==> config.mk <==
export PLATFORM = sky130hd
export DESIGN_NAME = raid_stripe
export DESIGN_NICKNAME = d
export VERILOG_FILES = /design/src/rtl/raid_stripe.sv
export SDC_FILE = /design/constraint.sdc
export NUM_CORES = 1
export LEC_CHECK = 0
export BUFFER_PORTS_ARGS = -buffer_cell sky130_fd_sc_hd__buf_2
export CAP_MARGIN = 30
export CORE_AREA = 4 4 117 119
export CTS_BUF_LIST = sky130_fd_sc_hd__clkbuf_4 sky130_fd_sc_hd__clkbuf_8
export DETAILED_ROUTE_END_ITERATION = 10
export DIE_AREA = 0 0 121 123
export PLACE_DENSITY = 0.85
export RECOVER_POWER = 25
export SLEW_MARGIN = 20
export SYNTH_ARGS = -nofsm -noshare
export SYNTH_HDL_FRONTEND = slang
export SYNTH_SLANG_ARGS = --single-unit
==> constraint.sdc <==
create_clock -name clk -period 6 [get_ports clk]
set_input_delay 0.6 -clock clk [delete_from_list [all_inputs] [get_ports clk]]
set_output_delay 0.6 -clock clk [all_outputs]
set_load 0.005 [all_outputs]
==> src/rtl/raid_stripe.sv <==
// raid_stripe
//   Stripes one host command across NDRIVES drives. A host word is split
//   into NDRIVES lanes of DW bits; lane i goes to / comes from drive i.
//   Each command is broadcast to every drive with a per-drive strobe. The
//   command completes once every drive has acknowledged (busy seen high)
//   and then gone idle again (busy low). A timeout aborts a stuck command.
//
// Parameters
//   NDRIVES    : number of striped drives (must be >= 2)
//   DWIDTHHOST : host data width (must be a multiple of NDRIVES)
//   ADDRWIDTH  : host / per-drive address width
//   TMO_CYCLES : command timeout in cycles, 0 disables the timeout
//
// Ports
//   clk            : clock, rising edge
//   reset          : asynchronous active-high reset
//   read_en        : host read request (wins over write_en)
//   write_en       : host write request
//   host_din       : host write data
//   host_addr_in   : command address
//   host_dout      : host read data, updated only by a completed read
//   busy           : command in progress, requests ignored while high
//   done           : one-cycle completion pulse (normal or timeout)
//   error          : last command timed out, held until next accept
//   drive_busy     : per-drive busy / acknowledge
//   drive_din      : per-drive read data, lane i at [i*DW +: DW]
//   drive_dout     : per-drive write data, lane i at [i*DW +: DW]
//   drive_addr_out : per-drive address, lane i at [i*ADDRWIDTH +: ADDRWIDTH]
//   w_out          : per-drive write strobes
//   r_out          : per-drive read strobes

module raid_stripe #(
  parameter int NDRIVES    = 4,
  parameter int DWIDTHHOST = 32,
  parameter int ADDRWIDTH  = 32,
  parameter int TMO_CYCLES = 1024
) (
  input  logic                                      clk,
  input  logic                                      reset,
  input  logic                                      read_en,
  input  logic                                      write_en,
  input  logic [DWIDTHHOST-1:0]                     host_din,
  input  logic [ADDRWIDTH-1:0]                      host_addr_in,
  output logic [DWIDTHHOST-1:0]                     host_dout,
  output logic                                      busy,
  output logic                                      done,
  output logic                                      error,
  input  logic [NDRIVES-1:0]                        drive_busy,
  input  logic [NDRIVES*(DWIDTHHOST/NDRIVES)-1:0]   drive_din,
  output logic [NDRIVES*(DWIDTHHOST/NDRIVES)-1:0]   drive_dout,
  output logic [NDRIVES*ADDRWIDTH-1:0]              drive_addr_out,
  output logic [NDRIVES-1:0]                        w_out,
  output logic [NDRIVES-1:0]                        r_out
);

  localparam int DW = DWIDTHHOST / NDRIVES;

  // The counter only has to reach TMO_CYCLES-1, where it fires the timeout.
  localparam int CW = (TMO_CYCLES > 2) ? $clog2(TMO_CYCLES) : 1;
  localparam logic [CW-1:0] TMO_LAST = CW'((TMO_CYCLES == 0) ? 0 : TMO_CYCLES - 1);

  localparam logic [1:0] S_IDLE = 2'd0;
  localparam logic [1:0] S_REQ  = 2'd1;
  localparam logic [1:0] S_WAIT = 2'd2;

  logic [1:0]         r_state;
  logic               r_isRead;
  logic [NDRIVES-1:0] r_ack;
  logic [CW-1:0]      r_tmoCnt;

  logic [NDRIVES-1:0] w_hit;
  logic [NDRIVES-1:0] w_ackNext;
  logic               w_timeout;
  logic               w_allIdle;

  // Only the strobe vector of the current operation is ever non-zero, so
  // OR-ing both vectors selects the active one without a mux on r_isRead.
  assign w_hit     = (r_out | w_out) & drive_busy;
  assign w_ackNext = r_ack | w_hit;
  assign w_timeout = (TMO_CYCLES != 0) && (r_tmoCnt == TMO_LAST);
  assign w_allIdle = (drive_busy == '0);

  // Command sequencer. All outputs are registered here.
  // REQ collects one acknowledge per drive (drive_busy seen high while its
  // strobe is up); WAIT then waits for every drive to drop busy again.
  // A timeout in REQ always aborts, since no completion can happen there;
  // in WAIT a simultaneous normal completion takes priority.
  always_ff @(posedge clk or posedge reset) begin
    if (reset) begin
      r_state        <= S_IDLE;
      r_isRead       <= 1'b0;
      r_ack          <= '0;
      r_tmoCnt       <= '0;
      host_dout      <= '0;
      busy           <= 1'b0;
      done           <= 1'b0;
      error          <= 1'b0;
      drive_dout     <= '0;
      drive_addr_out <= '0;
      w_out          <= '0;
      r_out          <= '0;
    end else begin
      done <= 1'b0;
      case (r_state)
        S_IDLE: begin
          if (read_en || write_en) begin
            r_isRead       <= read_en;
            drive_addr_out <= {NDRIVES{host_addr_in}};
            if (read_en) begin
              r_out <= '1;
            end else begin
              // Lane i of the host word is bits [i*DW +: DW], identical to
              // the packed drive bus layout, so a straight copy stripes it.
              drive_dout <= host_din;
              w_out      <= '1;
            end
            busy     <= 1'b1;
            error    <= 1'b0;
            r_tmoCnt <= '0;
            r_ack    <= '0;
            r_state  <= S_REQ;
          end
        end

        S_REQ: begin
          if (r_tmoCnt != '1) begin
            r_tmoCnt <= r_tmoCnt + CW'(1);
          end
          if (w_timeout) begin
            w_out   <= '0;
            r_out   <= '0;
            error   <= 1'b1;
            done    <= 1'b1;
            busy    <= 1'b0;
            r_state <= S_IDLE;
          end else begin
            r_ack <= w_ackNext;
            w_out <= w_out & ~w_hit;
            r_out <= r_out & ~w_hit;
            if (&w_ackNext) begin
              r_state <= S_WAIT;
            end
          end
        end

        S_WAIT: begin
          if (r_tmoCnt != '1) begin
            r_tmoCnt <= r_tmoCnt + CW'(1);
          end
          if (w_allIdle) begin
            if (r_isRead) begin
              host_dout <= drive_din;
            end
            done    <= 1'b1;
            busy    <= 1'b0;
            r_state <= S_IDLE;
          end else if (w_timeout) begin
            w_out   <= '0;
            r_out   <= '0;
            error   <= 1'b1;
            done    <= 1'b1;
            busy    <= 1'b0;
            r_state <= S_IDLE;
          end
        end

        default: begin
          r_state <= S_IDLE;
          busy    <= 1'b0;
        end
      endcase
    end
  end

endmodule

### Word-level counts from Yosys, hierarchy flattened

Index checks and enable logic that the tools add are counted.
W data, S select, Z words.

* bits in registers: 220
* input bits: 104
* output and inout port bits: 203
* word-level logic and storage cells: 83

* $add $sub $neg: 1
* equality and inequality tests: 13
* muxes and demuxes: 33
* bitwise operators: 7
* reduce and logical (&&, ||, !) cells: 17

Operators with widths (number)
* $mux W4: 10
* $pmux W4 S3: 2
* $mux W10: 2
* $pmux W10 S2: 1
* $reduce_and A3 Y1: 6
* $and A4 B4 Y4: 3
* $ne A2 B2 Y1 const B: 6
* $add A10 B1 Y10 const B: 1
* $eq A10 B10 Y1 const B: 1
* $mux W2: 5
* $ne A10 B10 Y1 const B: 1
* $reduce_and A5 Y1: 2
* $mux W1: 8
* $or A4 B4 Y4: 2
* $pmux W4 S2: 1
* $ne A3 B3 Y1 const B: 2
* $pmux W1 S3: 2
* $pmux W2 S3: 1
* $logic_not A4 Y1: 1
* $not A4 Y4: 1
* $reduce_and A4 Y1: 1
* $reduce_bool A2 Y1: 2
* $reduce_bool A3 Y1: 1
* $eq A2 B1 Y1 const B: 1
* other kinds (8): 8

### Depth between registers and ports, before layout

Gate-level depths: netlist of the first run.

* depth after elaboration: 7
* depth in mapped cells: 8
* depth with buffers taken out: 7

### Worst setup path after synthesis of the first run

OpenSTA, ideal clock, no wires.

* path type: flip-flop to flip-flop
* start: register r_state[0]
* end: register r_tmoCnt[6]
* setup time: 0.137 ns
* arrival: 1.774 ns
* required time: 5.863 ns
* slack: 4.089 ns
* stages on the path, launching flop included: 8
* path buffers: 0
* clock period less this slack: 1.911 ns
* cell sequence: dfrtp_1 -> inv_1 -> ha_1 -> inv_1 -> nor4_2 -> nor3_1 -> a41oi_1 -> nor3_1

* cells in the longest elaborated chain, start to end: 4
* elaborated cells between the ends (all ways): 9
* those cells by class: eq/ne (4); mux (1); reduce/logical (4)

RTL lines
* from (decl): line 66 `logic [1:0] r_state;`
* from (signal assigned): line 90 `r_state <= S_IDLE;`
* from (signal assigned): line 121 `r_state <= S_REQ;`
* from (signal assigned): line 135 `r_state <= S_IDLE;`
* $eq A2 B2 Y1 or $eq A2 B1 Y1 (tied branches): line 104 `case (r_state)`
* $reduce_or A2 Y1 (no source line)
* $ne A2 B1 Y1 (no source line) or $reduce_bool A2 Y1 (tied branches)
* $reduce_and A3 Y1 (no source line)
* to (signal assigned): line 127 `r_tmoCnt <= r_tmoCnt + CW'(1);`
* to (signal assigned): line 148 `r_tmoCnt <= r_tmoCnt + CW'(1);`
* to (decl): line 69 `logic [CW-1:0] r_tmoCnt;`

Parallel ways exist; a longest one is shown, timed or not.
A chain may end at the register's enable or synchronous reset.

==> metrics, run 1 <==
synthesized cell area=5814 um^2; area of the multi-input gates=1888 um^2; GRT overflow=0; Main synth FF type=dfrtp_1; io pins=307; minimum clock period after layout=2631 ps; drt drc=0; maximum clock path buffer count=2; setup tns final=0 ps; Area growth, synth to finish=25.01%; initial antenna violation count=1; Pre-antenna DRT Iters=4; # rows=41; Hold Fails Final Rpt=0; Hold Buf Count CTS=0; total power=3.799 mW; Crit Path Class=primary input to asynchronous set/reset pin; CTS tree=done; DR vias/cell=4.823; vias=4215; WP data arrival=3080 ps; sequential area share after synthesis=0.5337; GPL Wtd Cong=0.8479; fill cell instance count of the final layout=1071; number of enable flip-flop cells after synthesis=0; pwr/cell area=522.7 nW/um^2; Slew Limit Fails=60; Critical Path Sink Type=asynchronous set/reset pin; CORE AREA=12570 um^2; Port Buffer Count=306; total wire length=14400 um; Setup WS post-layout=3369 ps; die width=121 um; hold slack=395.2 ps; Mapped Nets=580; Clk Latency, worst-skew pair=430 ps; Max IR drop VDD=0.2966 mV; fin crit share=0.4385; Post-Syn Instances=471; CTS buffer count=17; Root Buffer=clkbuf_8; worst hold-check path type=primary input to register; Slew @ Worst Pin=2578 ps; Seq cells post-synth=124; DP HPWL=11090 um; # resized after CTS=0; Setup Skew=11.12 ps; CTS sink cnt=124; final setup violation count=0; buffer count from post-CTS setup fixing=0; vias in the first global route=4153; synth warn=0; FMAX=380.1 MHz; initial DRC count=191; RSZ-0062 raised after global routing=no; nets@finish=798; Distinct cells, synth=40; Die Y=123 um; CTS H-tree depth=4; n_diodes=0; crit start category=primary input; failing checks=capacitance limit, slew limit; mean area per synthesized cell=12.34 um^2; Storage cell area=3103 um^2; Crit Path Max Fanout=66; antenna viol nets, final=0; share of cells above drive strength 1=0.5798; wire length of the first global-routing pass=21120 um; initial core utilization=0.4626; Die Area=14880 um^2; Lkg Pwr=3.714 nW; Max-slew headroom=-0.7278; Reg clk slew, reported paths=70 ps; DP Worst Slack=3717 ps; Required @ worst endpoint=6450 ps; outcome=finished, violations left; maxcap violations=1; Layout Utilization=0.5783; largest net degree at the start of global routing=67; Async SR Flop Fraction=1.000; total track usage=0.1836; Avg WL per Cell=16.47 um
stage by stage:
stage	cell area (um^2)	instances
after floorplan	5814	471
after global placement	6797	840
after detailed placement	6824	841
after CTS	7311	873
after global routing	7268	874
final	7268	874
worst max-delay path, stage by stage:
cell and delay (ps):
buf_2 100, clkinvlp_2 1460, buf_4 850
cells in the mapped netlist (2+ instances only):
cell | instances | area share
nand2b_1 | 2 | 0.0022
clkbuf_1 | 6 | 0.0039
xnor2_1 | 5 | 0.0075
buf_4 | 99 | 0.13
nand3_1 | 5 | 0.0043
clkbuf_2 | 2 | 0.0017
a21o_1 | 4 | 0.0052
a22o_1 | 5 | 0.0075
nor4_1 | 4 | 0.0043
mux2_2 | 95 | 0.18
a21oi_1 | 8 | 0.0069
and3_1 | 2 | 0.0022
dfrtp_1 | 124 | 0.53
nand2_1 | 16 | 0.010
o21ai_1 | 3 | 0.0026
inv_1 | 9 | 0.0058
nor3_1 | 7 | 0.0060
o21ai_0 | 22 | 0.019
o31ai_1 | 3 | 0.0039
ha_1 | 5 | 0.011
a31oi_1 | 2 | 0.0022
buf_2 | 5 | 0.0043
a21boi_0 | 2 | 0.0026
o21a_1 | 4 | 0.0052
nor2_1 | 17 | 0.011
power by group:
group | leakage [nW] | internal [mW] | total (mW) | switching, mW
combinational | 1.92 | 0.799 | 1.49 | 0.694
clock | 0.239 | 0.550 | 0.873 | 0.323
sequential | 1.55 | 1.17 | 1.43 | 0.261
routing by layer:
metal / wire length (um) / global-route usage
met3: 1113 / 0.05489
met5: 7 / 0
met1: 5358 / 0.2060
met2: 7652 / 0.3296
met4: 267 / 0.06941
kinds of logic (layout without fill, tap and decap cells):
logic type / Yosys count / after routing / synth area share
flip-flops: 124 / 124 / 0.5337
buffers and inverters: 121 / 352 / 0.1435
multiplexers: 96 / 96 / 0.1859
AND/OR/NAND/NOR: 62 / 62 / 0.05573
AO/OA/AOI/OAI: 58 / 58 / 0.06284
adder cells (fa/ha/maj): 5 / 5 / 0.01076
XOR/XNOR: 5 / 5 / 0.007531
final timing paths:
| kind | from | endpoint | slack, ps | cells after the start |
|---|---|---|---|---|
| max | reset | drive_dout[20] | 3370 | 3 |
| min | drive_din[17] | host_dout[17] | 400 | 2 |
| max reg2reg | r_state[0] | r_tmoCnt[6] | 3680 | 7 |
| min reg2reg | host_dout[17] | host_dout[17] | 490 | 1 |
| max in group clk | r_state[0] | r_tmoCnt[6] | 3680 | 7 |
| min in group asynchronous | reset | host_dout[19] | 880 | 2 |
final cells by class:
type | count | share of cell area
clock inverters | 9 | 0.02513
clock buffers | 23 | 0.04183
flip-flops and latches | 124 | 0.4269
multi-input cells | 226 | 0.2598
repair buffers | 311 | 0.2119
inverters | 9 | 0.004820
well taps | 172 | 0.02961
state kept, by name (all words and copies together) (netlist names), 2 cells and up:
register / count
drive_addr_out: 32
drive_dout: 32
host_dout: 32
r_ack: 4
r_out: 4
r_state: 2
r_tmoCnt: 10
w_out: 4
cell usage in the layout, fill, tap and decap left out, types with 2 or more instances in the layout:
master      instances
nor4_1              4
o21a_1              4
nor2_1             17
a31oi_1             2
a22o_1              5
nor3_1              7
a21boi_0            2
nand2b_1            2
o21ai_1             2
nand2_1            16
inv_1               8
clkbuf_8           21
ha_1                5
buf_2             267
o31ai_1             3
a21oi_1             8
clkbuf_4            2
mux2_2             95
bufinv_16           5
clkinvlp_4          2
clkbuf_1           39
clkinv_4            2
xnor2_1             5
and3_1              2
nand3_1             5
o21ai_0            22
dfrtp_1           124
buf_4               4
a21o_1              4
No activity file was read; power rests on OpenSTA's default activity.
==> run 2: changes to the inputs <==
Settings changed: ABC_AREA set to 1, CORE_AREA 4 4 117 119 to not set, CORE_MARGIN set to 4, CORE_UTILIZATION set to 43, DIE_AREA 0 0 121 123 to not set, PLACE_DENSITY 0.85 to 0.83.
Clock period 6 ns to 2.4 ns, I/O delays scaled along.
==> run 2 against run 1 <==
  * The flow now finishes without violations
  * Combinational power grew to 2.8 times the previous value
  * Flip-flop and latch count is the same
  * Non-clock buffer count grew 68
  * Register-to-register slack lost 3200 ps
  * Critical path depth grew 4
  * Final area grew 12%
  * Power grew to 2.6 times the previous value
  * Cell count grew 30%
  * Largest power group unchanged
  * Highest routed layer is now met4
==> metrics, run 2 <==
outcome=completed (was finished, violations left); # rows=42 (was 41); slowest CP cell=mux2_2 (was clkinvlp_2); RR Endpoint=host_dout[1] (was r_tmoCnt[6]); GR Util met3=0.04498 (was 0.05489); crit path cell chain=inv_1 -> ha_1 -> inv_1 -> nor2_2 -> nand2_1 -> buf_4 -> mux2_2 (was buf_2 -> clkinvlp_2 -> buf_4); Mapped Nets=770 (was 580); die width=126.3 um (was 121 um); CTS tree=done (unchanged); io pins=307 (unchanged); worst hold-check path type=primary input to register (unchanged); P_int=6.105 mW (was 2.521 mW); cells on worst reg2reg path=7 (unchanged); crit path from=r_state[0] (was reset); DR vias/cell=4.695 (was 4.823); hold slack=36.89 ps (was 395.2 ps); initial core utilization=0.4474 (was 0.4626); initial DRC count=324 (was 191); final setup violation count=0 (unchanged); wire length of the first global-routing pass=26730 um (was 21120 um); maxcap violations=0 (was 1); minimum clock period after layout=1895 ps; number of enable flip-flop cells after synthesis=0 (unchanged); Clk Latency, worst-skew pair=430 ps (about the same); CTS buffer count=17 (unchanged); # resized after CTS=0 (unchanged); CTS sink cnt=124 (unchanged); Max-slew headroom=0.3265 (was -0.7278); Layout Utilization=0.6028 (was 0.5783); sequential area share after synthesis=0.5156 (was 0.5337); Avg WL per Cell=15.30 um (was 16.47 um); Setup Skew=8.783 ps (was 11.12 ps); # placed instances=1037 (was 841); synthesized cell area=6018 um^2 (was 5814 um^2); Crit Path Max Fanout=32 (was 66); Sw Share=0.3914 (was 0.3363); WP data arrival=2210 ps (was 3080 ps); Seq cells post-synth=124 (unchanged); Distinct cells, synth=30 (was 40); mean area per synthesized cell=9.105 um^2 (was 12.34 um^2); share of cells above drive strength 1=0.4232 (was 0.5798); GR Util met2=0.3834 (was 0.3296); drt drc=0 (unchanged); most common cell after layout, fill and taps aside=buf_2 (unchanged); Port Buffer Count=306 (unchanged); DP HPWL=12270 um (was 11090 um); Max IR drop VDD=0.5689 mV (was 0.2966 mV); Required @ worst endpoint=2710 ps (was 6450 ps); GRT overflow=0 (unchanged); Synth top area share=0.5156 (was 0.5337); WP depth=7 (was 3); Slew Limit Fails=0 (was 60); Slew @ Worst Pin=1010 ps (was 2578 ps); critical path's top delay family=buffers and inverters (unchanged); Hold Fails Final Rpt=0 (unchanged); crit start category=register (was primary input); met1 global-route usage=0.2326 (was 0.2060); Die Area=15950 um^2 (was 14880 um^2); CTS H-tree depth=4 (unchanged); pwr/cell area=1237 nW/um^2 (was 522.7 nW/um^2); Hold Path Stages=3 (was 2); Main synth FF type=dfrtp_1 (unchanged); Die Y=126.3 um (was 123 um); Critical Path Sink Type=register (was asynchronous set/reset pin); most frequent cells in the layout=buf_2 (305), nand2_1 (272), dfrtp_1 (124), dlygate4sd3_1 (65), mux2_2 (28) (was buf_2 (267), dfrtp_1 (124), mux2_2 (95), clkbuf_1 (39), o21ai_0 (22)); FMAX=527.8 MHz; fin crit share=0.7895; CP endpoint=host_dout[1] (was drive_dout[20]); Crit Path Class=register to register (was primary input to asynchronous set/reset pin); Area growth, synth to finish=34.74% (was 25.01%); Hold Buf Count CTS=63 (was 0); Post-Syn Instances=661 (was 471); top-count cell post-synth=nand2_1 (was dfrtp_1); Reg clk slew, reported paths=80 ps (was 70 ps); antenna viol nets, final=0 (unchanged); synth warn=0 (unchanged); Largest regs=drive_addr_out (32), drive_dout (32), host_dout (32) (unchanged); Async SR Flop Fraction=1.000 (unchanged); WP buf/inv=3 (unchanged); power share of the combinational group=0.422 (was 0.393); RSZ-0062 raised after global routing=no (unchanged); Yosys top cell by area=dfrtp_1 (unchanged); CORE AREA=13450 um^2 (was 12570 um^2); vias=5324 (was 4215); most frequent CP cell=inv_1; Clk pwr share=0.202 (was 0.230); setup tns final=0 ps (unchanged); switching component of the power=3.926 mW (was 1.278 mW); Post-synth top cells=nand2_1 (272), dfrtp_1 (124), buf_4 (96), mux2_2 (28), inv_1 (20) (was dfrtp_1 (124), buf_4 (99), mux2_2 (95), o21ai_0 (22), nor2_1 (17)); Root Buffer=clkbuf_8 (unchanged); r2r startpoint=r_state[0] (unchanged); ranking of synthesized cells by area=dfrtp_1 (52%), nand2_1 (17%), buf_4 (12%) (was dfrtp_1 (53%), mux2_2 (18%), buf_4 (13%)); Pre-antenna DRT Iters=5 (was 4); gr busiest metal=met2 (unchanged); maximum clock path buffer count=2 (unchanged); initial antenna violation count=1 (unchanged); total track usage=0.2104 (was 0.1836); r2r setup slk=510 ps (was 3680 ps); slowest cell delay on critical path=420 ps (was 1460 ps); vias in the first global route=5268 (was 4153); fin cells=1134 (was 874); largest net degree at the start of global routing=68 (was 67); GPL Wtd Cong=0.8941 (was 0.8479); power share of the sequential group=0.377 (about the same); buffer count from post-CTS setup fixing=0 (unchanged); nets@finish=1054 (was 798); total power=10.03 mW (was 3.799 mW); total wire length=17350 um (was 14400 um); Lkg Pwr=4.662 nW (was 3.714 nW)
-- run 2: layout make-up --
class / count / area (um^2)
Antenna cell: 1 / 2.502
Clock buffer: 18 / 247.7
Clock inverter: 13 / 188.9
Fill cell: 1144 / 5344
Inverter: 28 / 108.9
Multi-Input combinational cell: 395 / 1991
Sequential cell: 124 / 3103
Tap cell: 176 / 220.2
Timing Repair Buffer: 379 / 2247
-- run 2: tightest hold or removal path: stages --
cell and delay, ps:
buf_2 80, nand2_1 50, nand2_1 70
-- run 2: metal layers --
| metal | wire, um | vias to the layer above | share of wire |
|---|---|---|---|
| li1 | - | 2537 | - |
| met1 | 6220 | 2508 | 0.36 |
| met2 | 9361 | 231 | 0.54 |
| met3 | 1123 | 48 | 0.065 |
| met4 | 639 | 0 | 0.037 |
| met5 | 0 | - | 0 |
-- run 2: per-stage QoR --
| step | worst slack (ps) | cell area (um^2) |
|---|---|---|
| after floorplan | 634.7 | 6022 |
| after global placement | 601.9 | 7042 |
| after detailed placement | 534.9 | 7042 |
| after CTS | 508.6 | 8109 |
| after global routing | 396.5 | 8109 |
| final | 505.3 | 8109 |
-- run 2: cell families (layout without fill, tap and decap cells) --
family,after synthesis,after routing,share of synthesized area
muxes,32,32,0.05987
AOI/OAI and AO/OA,30,30,0.03015
xor gates and xnor gates,4,4,0.005821
buffers and inverters,142,438,0.1536
adders and majority gates,5,5,0.01040
and+or+nand+nor,324,324,0.2245
DFF,124,124,0.5156
other,0,1,0
-- run 2: power by group through the flow --
stage          Sequential, mW  Combinational (mW)  Clock (mW)
6_report                 3.78                4.23        2.02
5_1_grt                  3.91                4.66        2.16
4_1_cts                  3.77                4.27        2.06
3_3_place_gp             3.74                4.05           0
2_1_floorplan            3.74                2.99           0
3_5_place_dp             3.78                4.18           0
-- run 2: how the worst min path moves through the flow --
stage,from,endpoint
2_1_floorplan,host_addr_in[4],drive_addr_out[100]
3_3_place_gp,reset,host_dout[1]
3_5_place_dp,reset,host_dout[1]
4_1_cts,host_addr_in[7],drive_addr_out[103]
5_1_grt,drive_din[14],host_dout[14]
6_report,host_din[10],drive_dout[10]
